## config.mk

```make
export PLATFORM = sky130hd
export DESIGN_NAME = l1_msi_cache
export DESIGN_NICKNAME = d
export VERILOG_FILES = /design/src/rtl/l1_msi_cache.sv
export SDC_FILE = /design/constraint.sdc
export NUM_CORES = 1
export LEC_CHECK = 0
export ABC_AREA = 1
export BUFFER_PORTS_ARGS = -buffer_cell sky130_fd_sc_hd__buf_2
export CAP_MARGIN = 10
export CORE_MARGIN = 5
export CORE_UTILIZATION = 55
export CTS_BUF_LIST = sky130_fd_sc_hd__clkbuf_8 sky130_fd_sc_hd__clkbuf_16
export DETAILED_ROUTE_END_ITERATION = 10
export HOLD_SLACK_MARGIN = 0.12
export PLACE_DENSITY = 0.76
export SYNTH_ARGS = -nofsm -noshare
export SYNTH_HDL_FRONTEND = slang
export SYNTH_SLANG_ARGS = --single-unit
```

## constraint.sdc

```tcl
create_clock -name clk -period 6.8 [get_ports clk]
set_clock_uncertainty 0.05 [all_clocks]
set_input_delay 0.34 -clock clk [delete_from_list [all_inputs] [get_ports clk]]
set_output_delay 0.34 -clock clk [all_outputs]
set_load 0.05 [all_outputs]
```

## src/rtl/l1_msi_cache.sv

```systemverilog
// Direct-mapped, one-word-per-line L1 cache with MSI coherence.
// Core misses are served by a bus FSM, and other caches' bus traffic is snooped.
module l1_msi_cache #(
    parameter int LINES = 8
) (
    input  logic        clk,
    input  logic        resetn,
    input  logic        read,
    input  logic        write,
    input  logic [8:0]  address,
    input  logic [31:0] write_data,
    output logic [31:0] fetched_data,
    output logic        stall_cpu,
    output logic        bus_req,
    input  logic        bus_grant,
    output logic [1:0]  bus_cmd,
    output logic [8:0]  bus_addr,
    output logic [31:0] bus_wdata,
    input  logic [31:0] bus_rdata,
    input  logic        bus_done,
    input  logic        snoop_valid,
    input  logic [1:0]  snoop_cmd,
    input  logic [8:0]  snoop_addr,
    output logic        snoop_flush,
    output logic [31:0] snoop_data
);
    localparam int IDX_W = $clog2(LINES);
    localparam int TAG_W = 9 - IDX_W;

    localparam logic [1:0] CMD_NONE  = 2'b00;
    localparam logic [1:0] CMD_RD    = 2'b01;
    localparam logic [1:0] CMD_RDX   = 2'b10;
    localparam logic [1:0] CMD_FLUSH = 2'b11;

    typedef enum logic [1:0] {ST_I, ST_S, ST_M} line_state_t;
    typedef enum logic [2:0] {IDLE, WB_REQ, WB_WAIT, FILL_REQ, FILL_WAIT} fsm_t;

    line_state_t             state_q [LINES];
    logic        [TAG_W-1:0] tag_q   [LINES];
    logic        [31:0]      data_q  [LINES];
    fsm_t                    fsm_q, fsm_d;

    logic [IDX_W-1:0] idx, sidx;
    logic [TAG_W-1:0] tag, stag;
    logic             req, core_hit, victim_dirty, core_go;
    logic             snoop_on, snoop_hit, snoop_is_m, snoop_clash, snoop_flush_c;
    logic [1:0]       fill_cmd;

    assign idx  = address[IDX_W-1:0];
    assign tag  = address[8:IDX_W];
    assign sidx = snoop_addr[IDX_W-1:0];
    assign stag = snoop_addr[8:IDX_W];

    assign req          = read | write;
    assign fill_cmd     = write ? CMD_RDX : CMD_RD;
    assign core_hit     = (state_q[idx] != ST_I) && (tag_q[idx] == tag) &&
                          (!write || state_q[idx] == ST_M);
    assign victim_dirty = (state_q[idx] == ST_M) && (tag_q[idx] != tag);

    assign snoop_on      = snoop_valid && !bus_grant;
    assign snoop_hit     = snoop_on && (state_q[sidx] != ST_I) && (tag_q[sidx] == stag);
    assign snoop_is_m    = state_q[sidx] == ST_M;
    assign snoop_flush_c = snoop_hit && snoop_is_m &&
                           (snoop_cmd == CMD_RD || snoop_cmd == CMD_RDX);
    // Any live snoop on the core's index takes the cycle; the core retries next cycle.
    assign snoop_clash   = snoop_on && (sidx == idx);
    assign core_go       = (fsm_q == IDLE) && req && !snoop_clash && !resetn;

    assign fetched_data = resetn ? 32'd0 : data_q[idx];
    assign snoop_flush  = !resetn && snoop_flush_c;
    assign snoop_data   = snoop_flush ? data_q[sidx] : 32'd0;

    always_comb begin
        // NOTE: every always_comb output gets a default first, so no path can infer a latch.
        fsm_d     = fsm_q;
        stall_cpu = 1'b1;
        bus_req   = 1'b0;
        bus_cmd   = CMD_NONE;
        bus_addr  = 9'd0;
        bus_wdata = 32'd0;
        if (resetn) begin
            fsm_d = IDLE;
        end else begin
            case (fsm_q)
                IDLE: begin
                    stall_cpu = req && !(core_go && core_hit);
                    if (core_go && !core_hit)
                        fsm_d = victim_dirty ? WB_REQ : FILL_REQ;
                end
                WB_REQ: begin
                    // A snoop may have already downgraded the victim, so nothing is left to write back.
                    if (state_q[idx] != ST_M) begin
                        fsm_d = FILL_REQ;
                    end else begin
                        bus_req = 1'b1;
                        if (bus_grant) begin
                            bus_cmd   = CMD_FLUSH;
                            bus_addr  = {tag_q[idx], idx};
                            bus_wdata = data_q[idx];
                            fsm_d     = WB_WAIT;
                        end
                    end
                end
                WB_WAIT: begin
                    bus_req   = 1'b1;
                    bus_cmd   = CMD_FLUSH;
                    bus_addr  = {tag_q[idx], idx};
                    bus_wdata = data_q[idx];
                    if (bus_done) fsm_d = FILL_REQ;
                end
                FILL_REQ: begin
                    bus_req = 1'b1;
                    if (bus_grant) begin
                        bus_cmd  = fill_cmd;
                        bus_addr = address;
                        fsm_d    = FILL_WAIT;
                    end
                end
                FILL_WAIT: begin
                    bus_req  = 1'b1;
                    bus_cmd  = fill_cmd;
                    bus_addr = address;
                    if (bus_done) fsm_d = IDLE;
                end
                default: fsm_d = IDLE;
            endcase
        end
    end

    always_ff @(posedge clk) begin
        if (resetn) begin
            fsm_q <= IDLE;
            // NOTE: the line arrays are reset explicitly because tags and data must read back as zero.
            for (int i = 0; i < LINES; i++) begin
                state_q[i] <= ST_I;
                tag_q[i]   <= '0;
                data_q[i]  <= '0;
            end
        end else begin
            fsm_q <= fsm_d;
            if (snoop_hit) begin
                if (snoop_cmd == CMD_RD && snoop_is_m) state_q[sidx] <= ST_S;
                else if (snoop_cmd == CMD_RDX)         state_q[sidx] <= ST_I;
            end
            if (core_go && core_hit && write) data_q[idx] <= write_data;
            if (fsm_q == WB_WAIT && bus_done) state_q[idx] <= ST_I;
            if (fsm_q == FILL_WAIT && bus_done) begin
                state_q[idx] <= write ? ST_M : ST_S;
                tag_q[idx]   <= tag;
                data_q[idx]  <= bus_rdata;
            end
        end
    end
endmodule

```

==> results of run 1 <==
## placed cells by master (no fill, tap or decap), types with 5 or more instances in the layout
cell,instances
clkinv_1,15
nor3_1,16
o21ai_0,56
inv_1,180
o2111ai_1,7
o22ai_1,97
buf_2,200
o21ai_1,8
a22o_1,10
nand2_1,398
a22oi_1,33
or4_1,17
mux2i_1,32
buf_4,28
nor2_1,452
inv_2,10
nand2_4,9
bufinv_16,6
edfxtp_1,320
nand3_1,53
a21oi_1,8
nand4_1,25
o221ai_1,24
nor2_2,8
a211oi_1,5
a221oi_1,35
clkbuf_16,35
## per-stage QoR
stage | hold slack, ns | cell area (µm²) | cells | worst slack [ns]
floorplan | 0.448 | 17400 | 1944 | 3.72
global placement | 0.487 | 18600 | 2466 | 1.96
detailed placement | 0.488 | 18600 | 2466 | 1.81
CTS | 0.274 | 19800 | 2527 | 1.75
global route | 0.314 | 19800 | 2527 | 1.31
finish | 0.285 | 19800 | 2527 | 1.50
## logic make-up after synthesis
logic type / Yosys count / share of synthesized area (%)
and+or+nand+nor: 992 / 23.5
DFF: 323 / 55.7
buffers and inverters: 304 / 7.40
AOI/OAI and AO/OA: 290 / 11.4
muxes: 32 / 1.84
adders and majority gates: 2 / 0.144
xor gates and xnor gates: 1 / 0.0504
## final cells by class
class,count,area share [%]
Inverter,196,3.72
Clock inverter,24,1.54
Tap cell,402,2.55
Timing Repair Buffer,230,6.23
Sequential cell,323,48.9
Clock buffer,35,4.43
Multi-Input combinational cell,1317,32.6
## how the worst min path moves through the flow
stage                                startpoint                          to  slack [ns]  cells after the start
after global placement    fsm_q[0]$_SDFFE_PP0P_       fsm_q[0]$_SDFFE_PP0P_        0.49                      2
after floorplan                       bus_grant       fsm_q[2]$_SDFFE_PP0P_        0.45                      2
after detailed placement  fsm_q[0]$_SDFFE_PP0P_       fsm_q[0]$_SDFFE_PP0P_        0.49                      2
after global routing               bus_rdata[3]  data_q[3][3]$_SDFFCE_PN0P_        0.31                      3
final                              bus_rdata[3]  data_q[1][3]$_SDFFCE_PN0P_        0.29                      3
after CTS                          bus_rdata[3]  data_q[7][3]$_SDFFCE_PN0P_        0.27                      3
## tightest hold or removal path, delay by kind of cell
| kind | cells | cell delay [ns] |
|---|---|---|
| AND/OR/NAND/NOR | 1 | 0.15 |
| multiplexers | 1 | 0.19 |
| buffers and inverters | 1 | 0.08 |
## flip-flops by register name (all words and copies together), names as in the netlist
name / count
state_q: 16
fsm_q: 3
tag_q: 48
data_q: 256
## per-layer routing
metal / track usage (%) / up-vias
li1: - / 7006
met1: 40.6 / 7354
met2: 53.5 / 1271
met3: 7.61 / 298
met4: 16.5 / 2
met5: 0 / -
## power by group through the flow
stage / Sequential [mW] / Clock (mW) / Combinational [mW]
floorplan: 2.33 / 0 / 0.537
global placement: 2.34 / 0 / 0.770
detailed placement: 2.35 / 0 / 0.780
CTS: 2.30 / 1.99 / 0.785
global route: 2.31 / 2.07 / 0.850
finish: 2.31 / 1.99 / 0.796
## repair_timing
action,in CTS,in global routing
hold endpoints to repair,1,0
hold buffers,2,0
setup endpoints to repair,0,0
==> results.py, run 1 <==
metrics = {
    "setup_path": {
        "setup.worst_path.end": "snoop_data[15]",
        "cpPeakStageDelay_ns": 0.75,
        "startpoint_type": "input pin",
        "worst_path_dominant_cell_family": "buffers and inverters",
        "rrSetupSlack_ns": 2.88,
        "cp_slowest_cell": "nand4_1",
        "crit_reg_reg_endpoint": "data_q[4][29]$_SDFFCE_PN0P_",
        "timing.setup.critical_path_class": "in -> out",
        "timing.critical_path.to_type": "output pin",
        "worstRegToRegCells": 16,
        "critical_path_arrival_ns": 4.91,
        "required_ns": 6.41,
        "path_common_cell": "nand2_1",
        "path_buf_inv": 6,
        "peak_fanout_along_the_critical_path": 58,
        "source_of_the_critical_timing_path": "snoop_addr[0]",
        "cp_cell_sequence": "buf_2, inv_2, nand3_1, buf_4, inv_2, nand2_1, nand2_1, nor2_1, nand2_1, nand2_1, nand2_1, nor2_2, nand4_1, buf_4, nor3_1, buf_2",
        "cp.depth": 16,
        "worstReg2RegStart": "tag_q[1][4]$_SDFFCE_PN0P_",
    },
    "routing": {
        "top_layer_used": "met5",
        "via_cell_ratio": 6.30,
        "met1Wirelength_um": 20500,
        "route.final.wire_length_um": 59200,
        "antenna_violating_nets_left": 0,
        "detail_route.wl_per_cell_um": 23.4,
        "drc_violation_total_after_the_first_tritonroute_iteration": 2303,
        "num_vias": 15900,
        "residual_drc": 0,
        "sum_of_met3_wire_segment_lengths_after_detailed_routing_um": 7670,
        "detail_route.first_pass.iterations": 8,
        "route.met2.wl_um": 27600,
    },
    "floorplanning": {
        "ios": 201,
        "start_util_pct": 55.3,
        "die_height_um": 188,
        "fp-row-count": 65,
        "die_x_um": 188,
        "die-area_um2": 35200,
        "core_region_area_um2": 31400,
    },
    "timing": {
        "tightest_slew_ns": 1.10,
        "worst_slew_margin_rel_pct": 26.6,
        "timing.final.crit_share_pct": 78.0,
        "final_hold_viol_count": 0,
        "finalWorstPathRequiredPeriod_ns": 5.30,
        "finalSetupTns_ns": 0,
        "rsz0062_at_grt": "false",
        "clock.fmax_mhz": 189,
        "slew_viol_final": 0,
        "setup_violations": 0,
    },
    "placement": {
        "hpwlAfterDp_um": 36300,
        "placement.io_buffers": 200,
        "routabilityCongestion": 0.925,
    },
    "clocking": {
        "clk_root_buffer_cell": "clkbuf_16",
        "cts_tree": "yes",
        "cts_buffer_depth": 3,
        "htree_num_levels": 2,
        "path_clk_slew_ns": 0.06,
        "cts.sink_count": 323,
        "numCtsBuffers": 35,
        "post_cts_resize_count": 0,
        "worstSkewPairLatency_ns": 0.53,
        "cts_post_setup_buffers_inserted": 0,
    },
    "logic_synthesis": {
        "yosys.area.top_type_share_pct": 55.3,
        "synthCells": 1944,
        "synth_area_per_cell_um2": 8.93,
        "postSynthNetCount": 2037,
        "synth_edf_count": 320,
        "fraction_of_the_yosys_area_taken_by_sequential_cells_pct": 55.7,
        "synth_area_um2": 17400,
        "synth_cell_type_count": 45,
        "synth.area.top_cells": "edfxtp_1 (55%), nor2_1 (9.9%), nand2_1 (8.6%), inv_1 (3.8%), o22ai_1 (3.5%)",
        "ys_top_cells_by_count": "nor2_1 (457), nand2_1 (398), edfxtp_1 (320), inv_1 (176), o22ai_1 (97)",
        "ys_dominant_reg_cell": "edfxtp_1",
        "most_common_cell_in_the_synthesized_netlist": "nor2_1",
        "synth.largest_area_cell": "edfxtp_1",
        "ys_ff_latch": 323,
        "synth_warnings": 0,
        "asyncSetResetFlopFracSynth_pct": 0,
    },
    "global_route": {
        "initial_antenna_violation_count": 1,
        "overflow": 0,
        "pin_count_of_the_biggest_net_entering_global_routing": 59,
        "grtUsageTotal_pct": 32.6,
        "first_global_vias": 15800,
        "grt_first_pass_wirelength_um": 90100,
    },
    "outcome": {
        "outcome": "completed",
    },
    "power_and_ir_drop": {
        "power_frac_clock_pct": 39.1,
        "power.sequential.fraction_pct": 45.3,
        "worst_ir_drop_vdd_mv": 0.179,
        "p_sw_share_pct": 28.8,
        "power.net_switching_mw": 1.47,
        "power.leakage_nw": 8.89,
        "power_frac_comb_pct": 15.6,
        "cell_internal_pwr_mw": 3.63,
        "power.density_nw_per_um2": 258,
        "total_power_mw": 5.09,
    },
    "cells_and_area": {
        "antenna-diode-count": 0,
        "post_route_cells_drive_above_1_share_pct": 15.0,
        "fill_cell_total_of_the_finished_layout": 2585,
        "area_growth_pct": 13.7,
        "multi_input_area_um2": 6440,
        "seq_area_um2": 9670,
        "finish.net_count": 2196,
        "final_core_utilization_pct": 62.9,
    },
    "run": {
        "drv.max_cap_violation_count": 0,
    },
    "worst_hold_path": {
        "holdCritPathClass": "in -> reg",
    },
}
Note: power is estimated with default switching activity, not from simulation.
==> inputs of run 2 (changes only) <==
--- a/config.mk
+++ b/config.mk
@@ -9,11 +9,11 @@
 export BUFFER_PORTS_ARGS = -buffer_cell sky130_fd_sc_hd__buf_2
 export CAP_MARGIN = 10
 export CORE_MARGIN = 5
-export CORE_UTILIZATION = 55
+export CORE_UTILIZATION = 54
 export CTS_BUF_LIST = sky130_fd_sc_hd__clkbuf_8 sky130_fd_sc_hd__clkbuf_16
 export DETAILED_ROUTE_END_ITERATION = 10
 export HOLD_SLACK_MARGIN = 0.12
-export PLACE_DENSITY = 0.76
+export PLACE_DENSITY = 0.78
 export SYNTH_ARGS = -nofsm -noshare
 export SYNTH_HDL_FRONTEND = slang
 export SYNTH_SLANG_ARGS = --single-unit
==> constraint.sdc (replaced) <==
create_clock -name clk -period 4.8 [get_ports clk]
set_clock_uncertainty 0.05 [all_clocks]
set_input_delay 0.24 -clock clk [delete_from_list [all_inputs] [get_ports clk]]
set_output_delay 0.24 -clock clk [all_outputs]
set_load 0.05 [all_outputs]
==> run 2 against run 1 <==
Effect of this change:
- via count hardly changed
- die area is 1.7% higher
- clock-buffer cell count is 1 lower
- register-to-register slack worse by 1.3 ns
- setup slack worse by 0.37 ns
- combinational power is 42% higher
- cell count is 0.59% higher
- worst hold slack worse by 0.089 ns
- largest power group unchanged
- sequential share of layout area is 0.056 points lower
==> results.py, run 2 (same netlist as run 1, synthesis figures left out) <==
metrics = {
    "outcome": {
        "outcome": "completed",
    },
    "timing": {
        "final_hold_viol_count": 0,
        "worst_slew_margin_rel_pct": 25.2,
        "finalSetupTns_ns": 0,
        "slew_viol_final": 0,
        "tightest_slew_ns": 1.12,
        "clock.fmax_mhz": 272,
        "rsz0062_at_grt": "false",
        "timing.final.crit_share_pct": 76.6,
        "setup_violations": 0,
        "finalWorstPathRequiredPeriod_ns": 3.68,
        "setup_ws_ns": 1.12,
    },
    "clocking": {
        "cts_buffer_depth": 3,
        "worstSkewPairLatency_ns": 0.52,
        "htree_num_levels": 2,
        "clk_root_buffer_cell": "clkbuf_16",
        "cts.sink_count": 323,
        "numCtsBuffers": 34,
        "cts_tree": "yes",
        "path_clk_slew_ns": 0.06,
    },
    "routing": {
        "num_vias": 15900,
        "via_cell_ratio": 6.26,
        "detail_route.first_pass.iterations": 7,
        "detail_route.wl_per_cell_um": 23.0,
        "residual_drc": 0,
        "antenna_violating_nets_left": 0,
        "route.final.wire_length_um": 58500,
        "drc_violation_total_after_the_first_tritonroute_iteration": 2414,
    },
    "floorplanning": {
        "start_util_pct": 54.9,
        "core_region_area_um2": 31600,
        "fp-row-count": 65,
        "ios": 201,
        "die_height_um": 189,
        "die-area_um2": 35900,
        "die_x_um": 189,
    },
    "setup_path": {
        "required_ns": 4.51,
        "timing.critical_path.to_type": "output pin",
        "cp.depth": 14,
        "critical_path_arrival_ns": 3.39,
        "peak_fanout_along_the_critical_path": 19,
        "worstRegToRegCells": 16,
        "path_buf_inv": 4,
        "worst_path_dominant_cell_family": "simple AND/OR/NAND/NOR gates",
        "path_common_cell": "nand2_1",
        "rrSetupSlack_ns": 1.63,
        "timing.setup.critical_path_class": "reg -> out",
        "cp_cell_sequence": "inv_1, o21ai_0, nand2_1, nand2_1, nand2_1, nand2_1, inv_1, nor2_1, nand3_1, nand2_1, nand2_1, buf_4, nor2_1, buf_2",
        "startpoint_type": "flip-flop",
        "cp_slowest_cell": "nand2_1",
        "cpPeakStageDelay_ns": 0.69,
    },
    "cells_and_area": {
        "area_growth_pct": 13.9,
        "most_common_cell_after_layout_fill_and_taps_aside": "nor2_1",
        "fill_cell_total_of_the_finished_layout": 2575,
        "largest_reg_flops": 256,
        "final_cell_mix": "nor2_1 (452), nand2_1 (398), edfxtp_1 (320)",
        "final_cell_count_no_fill": 2542,
        "layout_top_registers": "data_q (256), tag_q (48), state_q (16)",
        "antenna-diode-count": 0,
        "post_route_cells_drive_above_1_share_pct": 15.3,
        "top_register_by_number_of_flip_flops": "data_q",
        "seq_area_um2": 9670,
        "multi_input_area_um2": 6440,
        "finish.net_count": 2209,
    },
    "power_and_ir_drop": {
        "power.density_nw_per_um2": 353,
        "p_sw_share_pct": 29.2,
        "power_frac_comb_pct": 16.1,
        "power.leakage_nw": 8.92,
        "cell_internal_pwr_mw": 4.94,
        "power.net_switching_mw": 2.04,
        "total_power_mw": 6.98,
        "worst_ir_drop_vdd_mv": 0.217,
        "power_frac_clock_pct": 37.1,
        "power.sequential.fraction_pct": 46.7,
    },
    "run": {
        "drv.max_cap_violation_count": 0,
    },
    "global_route": {
        "grtUsageTotal_pct": 31.6,
        "first_global_vias": 15700,
        "initial_antenna_violation_count": 1,
        "pin_count_of_the_biggest_net_entering_global_routing": 41,
        "grt_first_pass_wirelength_um": 87900,
        "overflow": 0,
    },
    "worst_hold_path": {
        "holdCritPathClass": "in -> reg",
        "hold-path-cell-count": 3,
    },
    "placement": {
        "place.detailed.instances": 2480,
        "routabilityCongestion": 0.963,
        "hpwlAfterDp_um": 36600,
        "dp_slack_ns": 1.18,
        "placement.io_buffers": 200,
    },
}
-- run 2: cell types whose count changed in the layout (fill, tap and decap cells not counted), sizes merged --
cell      previous run  this run
buf                228       242
bufinv               6         3
clkbuf              35        34
clkinv              18        27
clkinvlp             3         1
inv                193       191
-- run 2: final timing paths --
| kind | start | end |
|---|---|---|
| worst max register to register | tag_q[5][4]$_SDFFCE_PN0P_ | data_q[0][14]$_SDFFCE_PN0P_ |
| worst max-delay path | state_q[2][1]$_SDFFCE_PN0P_ | bus_wdata[6] |
| worst min register to register | fsm_q[0]$_SDFFE_PP0P_ | fsm_q[0]$_SDFFE_PP0P_ |
| worst min-delay path | bus_rdata[28] | data_q[4][28]$_SDFFCE_PN0P_ |
-- run 2: layer usage --
layer,wire length (µm),global-route usage (%)
met1,20400,40.2
met2,26200,50.5
met3,8080,7.54
met4,3740,16.7
met5,7,0.137
-- run 2: cell type report --
cell class,count,share of cell area (%)
sequential,323,48.9
inverter,196,3.72
multi-input combinational,1317,32.5
timing repair buffer,244,6.82
clock buffer,34,4.30
clock inverter,26,1.18
tap,402,2.54
-- run 2: timing repair --
item                      CTS  global route
resized for setup           0             0
buffers inserted            0             0
hold endpoints to repair    1             0
hold buffers                2             0
-- run 2: worst register-to-register path, stage by stage (launching register included) --
cell	delay [ns]
edfxtp_1	0.46
nand2_1	0.10
o21ai_0	0.07
nand2_1	0.07
nand2_1	0.05
nand2_1	0.07
nand2_1	0.08
nand2_1	0.06
nand2_1	0.06
nor2_1	0.13
nand3_1	0.12
clkinv_1	0.09
nand4_2	0.13
nand2_4	0.25
nand2_4	0.37
nand2_1	0.21
buf_4	0.44
-- run 2: per-stage QoR --
step | utilization, % | hold WS (ns) | area [µm²]
global route | 62.5 | 0.223 | 19800
detailed placement | 59.0 | 0.494 | 18700
global placement | 59.0 | 0.488 | 18700
finish | 62.5 | 0.196 | 19800
floorplan | - | 0.348 | 17400
CTS | 62.5 | 0.195 | 19800
-- run 2: power groups by stage --
stage	clock network, mW	logic (mW)	registers (mW)
4_1_cts	2.58	1.11	3.26
2_1_floorplan	0	0.761	3.30
3_3_place_gp	0	1.09	3.31
5_1_grt	2.71	1.20	3.27
3_5_place_dp	0	1.10	3.32
6_report	2.59	1.13	3.26
